[config.mk]
export PLATFORM = sky130hd
export DESIGN_NAME = seg_scan_driver
export DESIGN_NICKNAME = d
export VERILOG_FILES = /design/src/rtl/seg_scan_driver.sv
export SDC_FILE = /design/constraint.sdc
export NUM_CORES = 1
export LEC_CHECK = 0
export ABC_AREA = 1
export CELL_PAD_IN_SITES_DETAIL_PLACEMENT = 1
export CELL_PAD_IN_SITES_GLOBAL_PLACEMENT = 1
export CORE_MARGIN = 4
export CORE_UTILIZATION = 40
export CTS_BUF_LIST = sky130_fd_sc_hd__clkbuf_4 sky130_fd_sc_hd__clkbuf_8 sky130_fd_sc_hd__clkbuf_16
export DETAILED_ROUTE_END_ITERATION = 6
export PLACE_DENSITY_LB_ADDON = 0.15
export SLEW_MARGIN = 10
export SYNTH_ARGS = -nofsm -noshare
export SYNTH_HDL_FRONTEND = slang
export SYNTH_SLANG_ARGS = --single-unit
[constraint.sdc]
create_clock -name clk -period 5.4 [get_ports clk]
set_clock_uncertainty 0.05 [all_clocks]
set_input_delay 1.08 -clock clk [delete_from_list [all_inputs] [get_ports clk]]
set_output_delay 1.08 -clock clk [all_outputs]
set_load 0.03 [all_outputs]
[src/rtl/seg_scan_driver.sv]
// seg_scan_driver
// Time-multiplexed driver for a 4-digit common-anode 7-segment display.
// A free-running divider splits time into digit slots. A 2-bit pointer
// selects the digit for each slot in the order unit, tens, hund, thou.
// Each slot starts with DEAD_CYC cycles in which all digits are off, to
// suppress ghosting. New BCD digits arrive with a data_valid pulse and are
// held as pending. They become visible only at a frame boundary (pointer
// wrapping 3->0), so a frame is never drawn from a mix of old and new digits.
//
// Ports
//   clk, rst_n        : clock (rising edge), asynchronous active-low reset
//   data_valid        : one-cycle strobe qualifying the four digit inputs
//   thou/hund/tens/unit_data [3:0] : BCD digits
//   seg_sel  [3:0]    : active-low one-hot digit enable (bit0 = unit)
//   seg_data [7:0]    : active-low segments {dp,g,f,e,d,c,b,a}
//   upd_done          : one-cycle pulse when new digits become displayed
module seg_scan_driver #(
  parameter int unsigned SCAN_DIV = 50000,
  parameter int unsigned DEAD_CYC = 2
) (
  input  logic       clk,
  input  logic       rst_n,
  input  logic       data_valid,
  input  logic [3:0] thou_data,
  input  logic [3:0] hund_data,
  input  logic [3:0] tens_data,
  input  logic [3:0] unit_data,
  output logic [3:0] seg_sel,
  output logic [7:0] seg_data,
  output logic       upd_done
);

  localparam int unsigned DIV_W = (SCAN_DIV > 1) ? $clog2(SCAN_DIV) : 1;
  typedef logic [DIV_W-1:0] div_t;
  localparam div_t LAST_V = div_t'(SCAN_DIV - 1);
  localparam div_t DEAD_V = div_t'(DEAD_CYC);

  // Four BCD digits; index 0 = unit, 3 = thou.
  typedef logic [3:0][3:0] digits_t;

  function automatic logic [7:0] seg_code(input logic [3:0] v);
    logic [7:0] c;
    case (v)
      4'd0:    c = 8'hC0;
      4'd1:    c = 8'hF9;
      4'd2:    c = 8'hA4;
      4'd3:    c = 8'hB0;
      4'd4:    c = 8'h99;
      4'd5:    c = 8'h92;
      4'd6:    c = 8'h82;
      4'd7:    c = 8'hF8;
      4'd8:    c = 8'h80;
      4'd9:    c = 8'h90;
      default: c = 8'hBF;  // not BCD: show "-"
    endcase
    return c;
  endfunction

  div_t       div_cnt_q, div_cnt_d;
  logic [1:0] ptr_q, ptr_d;
  logic       pend_q, pend_d;
  digits_t    pend_dig_q, pend_dig_d;
  digits_t    disp_q, disp_d;
  logic [3:0] seg_sel_q, seg_sel_d;
  logic [7:0] seg_data_q, seg_data_d;
  logic       upd_done_q, upd_done_d;

  logic       tick;
  logic       wrap;
  digits_t    live;
  logic [3:0] blank;

  assign live = {thou_data, hund_data, tens_data, unit_data};
  assign tick = (div_cnt_q == LAST_V);
  assign wrap = tick && (ptr_q == 2'd3);

  // NOTE: every signal written here gets a default first, so no path leaves
  // it unassigned and no latch is inferred.
  always_comb begin
    div_cnt_d  = tick ? '0 : div_cnt_q + 1'b1;
    ptr_d      = tick ? ptr_q + 2'd1 : ptr_q;
    pend_d     = pend_q;
    pend_dig_d = pend_dig_q;
    disp_d     = disp_q;
    upd_done_d = 1'b0;

    if (wrap) begin
      // Frame boundary: a strobe on this very cycle takes priority over the
      // pending set, since it is the newer data.
      if (data_valid) begin
        disp_d = live;
      end else if (pend_q) begin
        disp_d = pend_dig_q;
      end
      upd_done_d = data_valid | pend_q;
      pend_d     = 1'b0;
    end else if (data_valid) begin
      pend_dig_d = live;
      pend_d     = 1'b1;
    end

    // Leading-zero blanking cascades down from thou; unit is never blanked.
    // Values above 9 are non-zero, so they stop the cascade.
    blank[3] = (disp_d[3] == 4'd0);
    blank[2] = blank[3] && (disp_d[2] == 4'd0);
    blank[1] = blank[2] && (disp_d[1] == 4'd0);
    blank[0] = 1'b0;

    // Outputs are registered from next-state values so the pins line up
    // exactly with the divider count and pointer they belong to.
    if (div_cnt_d < DEAD_V) begin
      seg_sel_d = 4'hF;
    end else begin
      seg_sel_d = ~(4'b0001 << ptr_d);
    end
    seg_data_d = blank[ptr_d] ? 8'hFF : seg_code(disp_d[ptr_d]);
  end

  // NOTE: sequential state uses non-blocking assignments only, so every flop
  // samples the pre-edge values regardless of statement order.
  // NOTE: the digit storage is reset too; after reset it must read as zero so
  // the display shows "0" and stale data cannot be committed.
  always_ff @(posedge clk or negedge rst_n) begin
    if (!rst_n) begin
      div_cnt_q  <= '0;
      ptr_q      <= 2'd0;
      pend_q     <= 1'b0;
      pend_dig_q <= '0;
      disp_q     <= '0;
      seg_sel_q  <= 4'hF;
      seg_data_q <= 8'hFF;
      upd_done_q <= 1'b0;
    end else begin
      div_cnt_q  <= div_cnt_d;
      ptr_q      <= ptr_d;
      pend_q     <= pend_d;
      pend_dig_q <= pend_dig_d;
      disp_q     <= disp_d;
      seg_sel_q  <= seg_sel_d;
      seg_data_q <= seg_data_d;
      upd_done_q <= upd_done_d;
    end
  end

  assign seg_sel  = seg_sel_q;
  assign seg_data = seg_data_q;
  assign upd_done = upd_done_q;

endmodule

# Yosys cells after proc, flatten, opt, wreduce, memory -nomap -nowiden

Memories as Yosys holds them, arrays and structs flattened.
Cells that the tools add are included.

Flip-flop bits (word level): 64
ROM bits: 112
Input port bits: 19
Output and inout bits: 13
Logic and storage cells: 47
Memories: 1

$add $sub $neg: 2
Order comparisons: 2
Eq/ne operators: 2
Shift operators: 1
Mux-type cells: 14
Bitwise gates (word level): 3
Reductions and logical operators: 8

Memories:

| name             | depth | width | rd ports | clocked after Yosys merged registers in | write ports | RTL line | source |
|---|---|---|---|---|---|---|---|
| (name not given) | 16    | 7     | 1        | 0                                       | 0           | 43       | `case (v)` |

Operator list:

| kind                  | number |
|---|---|
| $mux 16               | 4 |
| $add 16x1->16 const B | 1 |
| $eq 16x16->1 const B  | 1 |
| $lt 16x2->1 const B   | 1 |
| $logic_not 4->1       | 3 |
| $bmux 4 s2            | 1 |
| $mux 4                | 2 |
| $mux 8                | 1 |
| $mux 1                | 4 |
| $not 4->4             | 1 |
| $shl 1x2->4 const A   | 1 |
| $logic_and 1x1->1     | 3 |
| $lt 2x3->1 const B    | 1 |
| $add 2x1->2 const B   | 1 |
| $bmux 1 s2            | 1 |
| $eq 2x2->1 const B    | 1 |
| $mux 2                | 1 |
| $reduce_and 2->1      | 1 |
| $reduce_bool 2->1     | 1 |
| $not 1->1             | 1 |
| $or 1x1->1            | 1 |

# Longest topological paths before layout

Word-level depth: 9
Gate-level depth with buffers: 18
Gate-level depth less buffers: 18

# Worst setup path before layout

OpenSTA, ideal clock, no wires.

Path type: input to register
Start point: input port data_valid
End point: register seg_data_q[0] (netlist: seg_data[0])
Setup time: 0.083 ns
Arrival: 2.596 ns
Data required time: 5.267 ns
Setup slack: 2.671 ns
Stages: 14
Path buffers: 2
Cells stage by stage: buf_2 -> inv_1 -> buf_2 -> o21ai_0 -> a21oi_1 -> o21ai_1 -> nand2_1 -> nand2_1 -> nor2_2 -> inv_1 -> ha_1 -> nand3b_1 -> nand3_1 -> nand3_1

RTL lines:

| element              | RTL line | source |
|---|---|---|
| start, declared      | 23       | `input logic data_valid,` |
| end signal, assigned | 140      | `seg_data_q <= seg_data_d;` |
| end, declared        | 65       | `logic [7:0] seg_data_q, seg_data_d;` |

==> impl_metrics.py <==
metrics = {
    "route": {
        "drc": 0,
        "ant_nets": 0,
        "drt_iter0_drc": 104,
        "dr.pass1.iters": 4,
        "vias": 3249,
        "wirelength_um": 9760,
        "post_drt_wl_per_cell_um": 15.2,
        "routed_via_density": 5.06,
    },
    "worst_setup_path": {
        "crit_buf_inv": 3,
        "path_class": "in2reg",
        "critPathSlowestCell": "clkdlybuf4s50_1",
        "crit_fanout": 22,
        "cp-end-kind": "register",
        "crit_path_cell_trace": "clkdlybuf4s50_1, inv_1, o21ai_0, a21oi_1, o21ai_1, nand2_1, nand2_1, nor2_2, inv_1, ha_1, nand3b_1, nand3_1, nand3_1",
        "cp.required_ns": 5.61,
        "r2r_start": "ptr_q[0]",
        "startpoint_type": "input pin",
        "cp.arrival_ns": 3.66,
        "path_delay_family": "buffers and inverters",
        "max_stage_delay_ns": 0.56,
        "cp-startpoint": "data_valid",
    },
    "die": {
        "start_util_pct": 41.6,
        "io_pins": 32,
        "coreArea_mm2": 0.00881,
        "die_area_mm2": 0.0108,
        "dieHeight_um": 104,
        "num_rows": 34,
        "die_w_um": 104,
    },
    "place": {
        "dp.final_hpwl_um": 7460,
        "dp_cells": 626,
        "numPortBuffers": 30,
        "place.gp.congestion": 0.841,
    },
    "clocking": {
        "path_clk_slew_ns": 0.07,
        "cts_resized": 0,
        "root_buffer": "clkbuf_8",
        "clk_path_buf_depth": 2,
        "cts_htree_levels": 3,
        "cts_tree": "done",
        "cts.sinks": 63,
        "postCtsSetupRepairBufs": 0,
        "holdBufCountCts": 0,
        "clk_latency_ns": 0.34,
        "numCtsBuffers": 9,
    },
    "global_routing": {
        "grt_overflow_total": 0,
        "grt_pass1_wl_um": 16900,
        "grt_pass1_vias": 3373,
        "grt_max_degree": 64,
        "antenna_found_initial": 0,
        "track_usage_pct": 19.3,
    },
    "timing": {
        "worst_pin_slew_ns": 0.866,
        "maxSlewViolCount": 0,
        "rsz0062_at_grt": "no",
        "max-slew-margin-rel_pct": 42.2,
        "final_hold_viol_count": 0,
        "clock.fmax_mhz": 290,
        "setup_viol": 0,
        "fin_crit_ns": 3.45,
        "min_period_over_period_pct": 63.8,
        "fin_setup_tns_ns": 0,
    },
    "logic_synthesis": {
        "ys.flop_type": "dfrtp_1",
        "synth_cell_type_count": 35,
        "synth_mux_area_share_pct": 1.54,
        "synth_top_area_share_pct": 35.5,
        "synth_top_area_cell": "dfrtp_1",
        "synth-edff-count": 0,
        "synth_fp_nets": 524,
        "synth_area_leaders": "dfrtp_1, nand2_1, dfstp_2, inv_1, nand3_1",
        "synth-compound-area-share_pct": 5.87,
        "synth_cells": 497,
        "synth_most_common_cell": "nand2_1",
        "ys_seq_elements": 63,
        "synth_common_cells": "nand2_1, inv_1, dfrtp_1",
        "synth_top_family_by_area": "simple AND/OR/NAND/NOR gates",
        "netlist_area_mm2": 0.00366,
        "synth-xor-area-share_pct": 0.956,
        "ys_seq_area_share_pct": 43.4,
        "synthAdderAreaFrac_pct": 2.73,
        "synth-simple-area-share_pct": 37.1,
        "avgSynthCellArea_um2": 7.37,
        "async_reset_ff_share_pct": 100,
        "ys.warnings.count": 0,
    },
    "pwr": {
        "leakagePower_nw": 2.09,
        "ir_drop_mv": 0.115,
        "p_per_area_mw_per_mm2": 216,
    },
    "final_layout": {
        "synthToLayoutAreaGrowth_pct": 14.9,
        "nNetsFinal": 556,
        "antenna_cells": 0,
        "stdcell_count": 642,
        "final_layout_size_suffix_gt1_share_pct": 15.4,
    },
    "worst_hold_path": {
        "min_from": "div_cnt_q[0]",
        "hold_path.class": "reg2reg",
    },
    "outcome": {
        "status": "completed",
    },
    "run": {
        "cap_violations": 0,
    },
}
[report_power, final]
group / internal [W] / total, W / switching [W]
combinational: 0.0000258 / 0.0000603 / 0.0000344
sequential: 0.000483 / 0.000490 / 0.00000669
clock: 0.000173 / 0.000359 / 0.000186
[sequential cells by signal, summed over array words and instances, names as in the netlist]
signal and count:
disp_q 16, div_cnt_q 16, pend_dig_q 16, seg_data 7, seg_sel 4, ptr_q 2
pend_q 1, upd_done 1
[cells by family (layout without fill, tap and decap cells)]
logic type               count (synthesis)  after routing
other                                    1              1
XOR/XNOR                                 4              4
flip-flops                              63             63
multiplexers                             5              5
AND/OR/NAND/NOR                        299            299
adder cells (fa/ha/maj)                  8              8
AO/OA/AOI/OAI                           41             41
buffers and inverters                   76            113
[metrics by stage]
step	utilization, %	power [W]	hold WS (ns)	worst slack (ns)	area (um^2)
floorplan	-	0.000528	0.382	2.67	3660
global placement	46.0	0.000557	0.398	1.74	4050
detailed placement	46.0	0.000560	0.425	1.60	4050
CTS	47.8	0.000920	0.435	1.95	4210
global route	47.8	0.000953	0.464	1.67	4210
finish	47.8	0.000909	0.422	1.95	4210
[path summary, 6_finish.rpt]
path	to	slack (ns)	cells past startpoint
min reg2reg	div_cnt_q[0]	0.42	1
max in group asynchronous	pend_dig_q[7]	3.89	2
min in group asynchronous	div_cnt_q[14]	0.86	2
min	div_cnt_q[0]	0.42	1
max reg2reg	seg_data[0]	2.58	12
max	seg_data[0]	1.95	13
[routing by layer]
metal | GRT usage [%] | share of wire (%) | vias to the layer above
met5 | 0 | 0 | -
met4 | 6.08 | 1.5 | 0
met3 | 3.30 | 3.0 | 14
met2 | 29.6 | 44 | 49
met1 | 27.8 | 51 | 1578
li1 | - | - | 1608
[cells in the final DEF, fill, tap and decap left out]
| cell type | instances |
|---|---|
| nand2_4 | 1 |
| conb_1 | 1 |
| xor2_1 | 4 |
| or2_2 | 1 |
| clkinv_1 | 1 |
| and2_0 | 1 |
| dfstp_2 | 11 |
| o21ai_0 | 26 |
| a21oi_1 | 7 |
| inv_2 | 6 |
| mux2_2 | 5 |
| nor3_1 | 4 |
| o211ai_1 | 1 |
| o21a_1 | 2 |
| clkinv_2 | 6 |
| nand4_1 | 7 |
| o21ai_1 | 4 |
| nand2_2 | 17 |
| ha_1 | 8 |
| nand3_2 | 4 |
| buf_4 | 1 |
| dfrtp_1 | 52 |
| nand3_1 | 39 |
| clkdlybuf4s50_1 | 29 |
| nand3b_1 | 2 |
| inv_1 | 58 |
| o21bai_1 | 1 |
| nor2_2 | 13 |
| or2_1 | 1 |
| nand2_1 | 164 |
| nor2_1 | 38 |
| clkbuf_8 | 9 |
| nor4_1 | 2 |
| buf_2 | 1 |
| clkbuf_4 | 2 |
| nor2_4 | 5 |
[layout make-up]
class	count	area [um^2]
fillers	1133	4600
multi-input cells	358	1770
flip-flops and latches	63	1590
repair buffers	31	303
inverters	66	249
clock buffers	11	139
well taps	108	135
clock inverters	5	25.0
(Power assumes the default switching activity.)
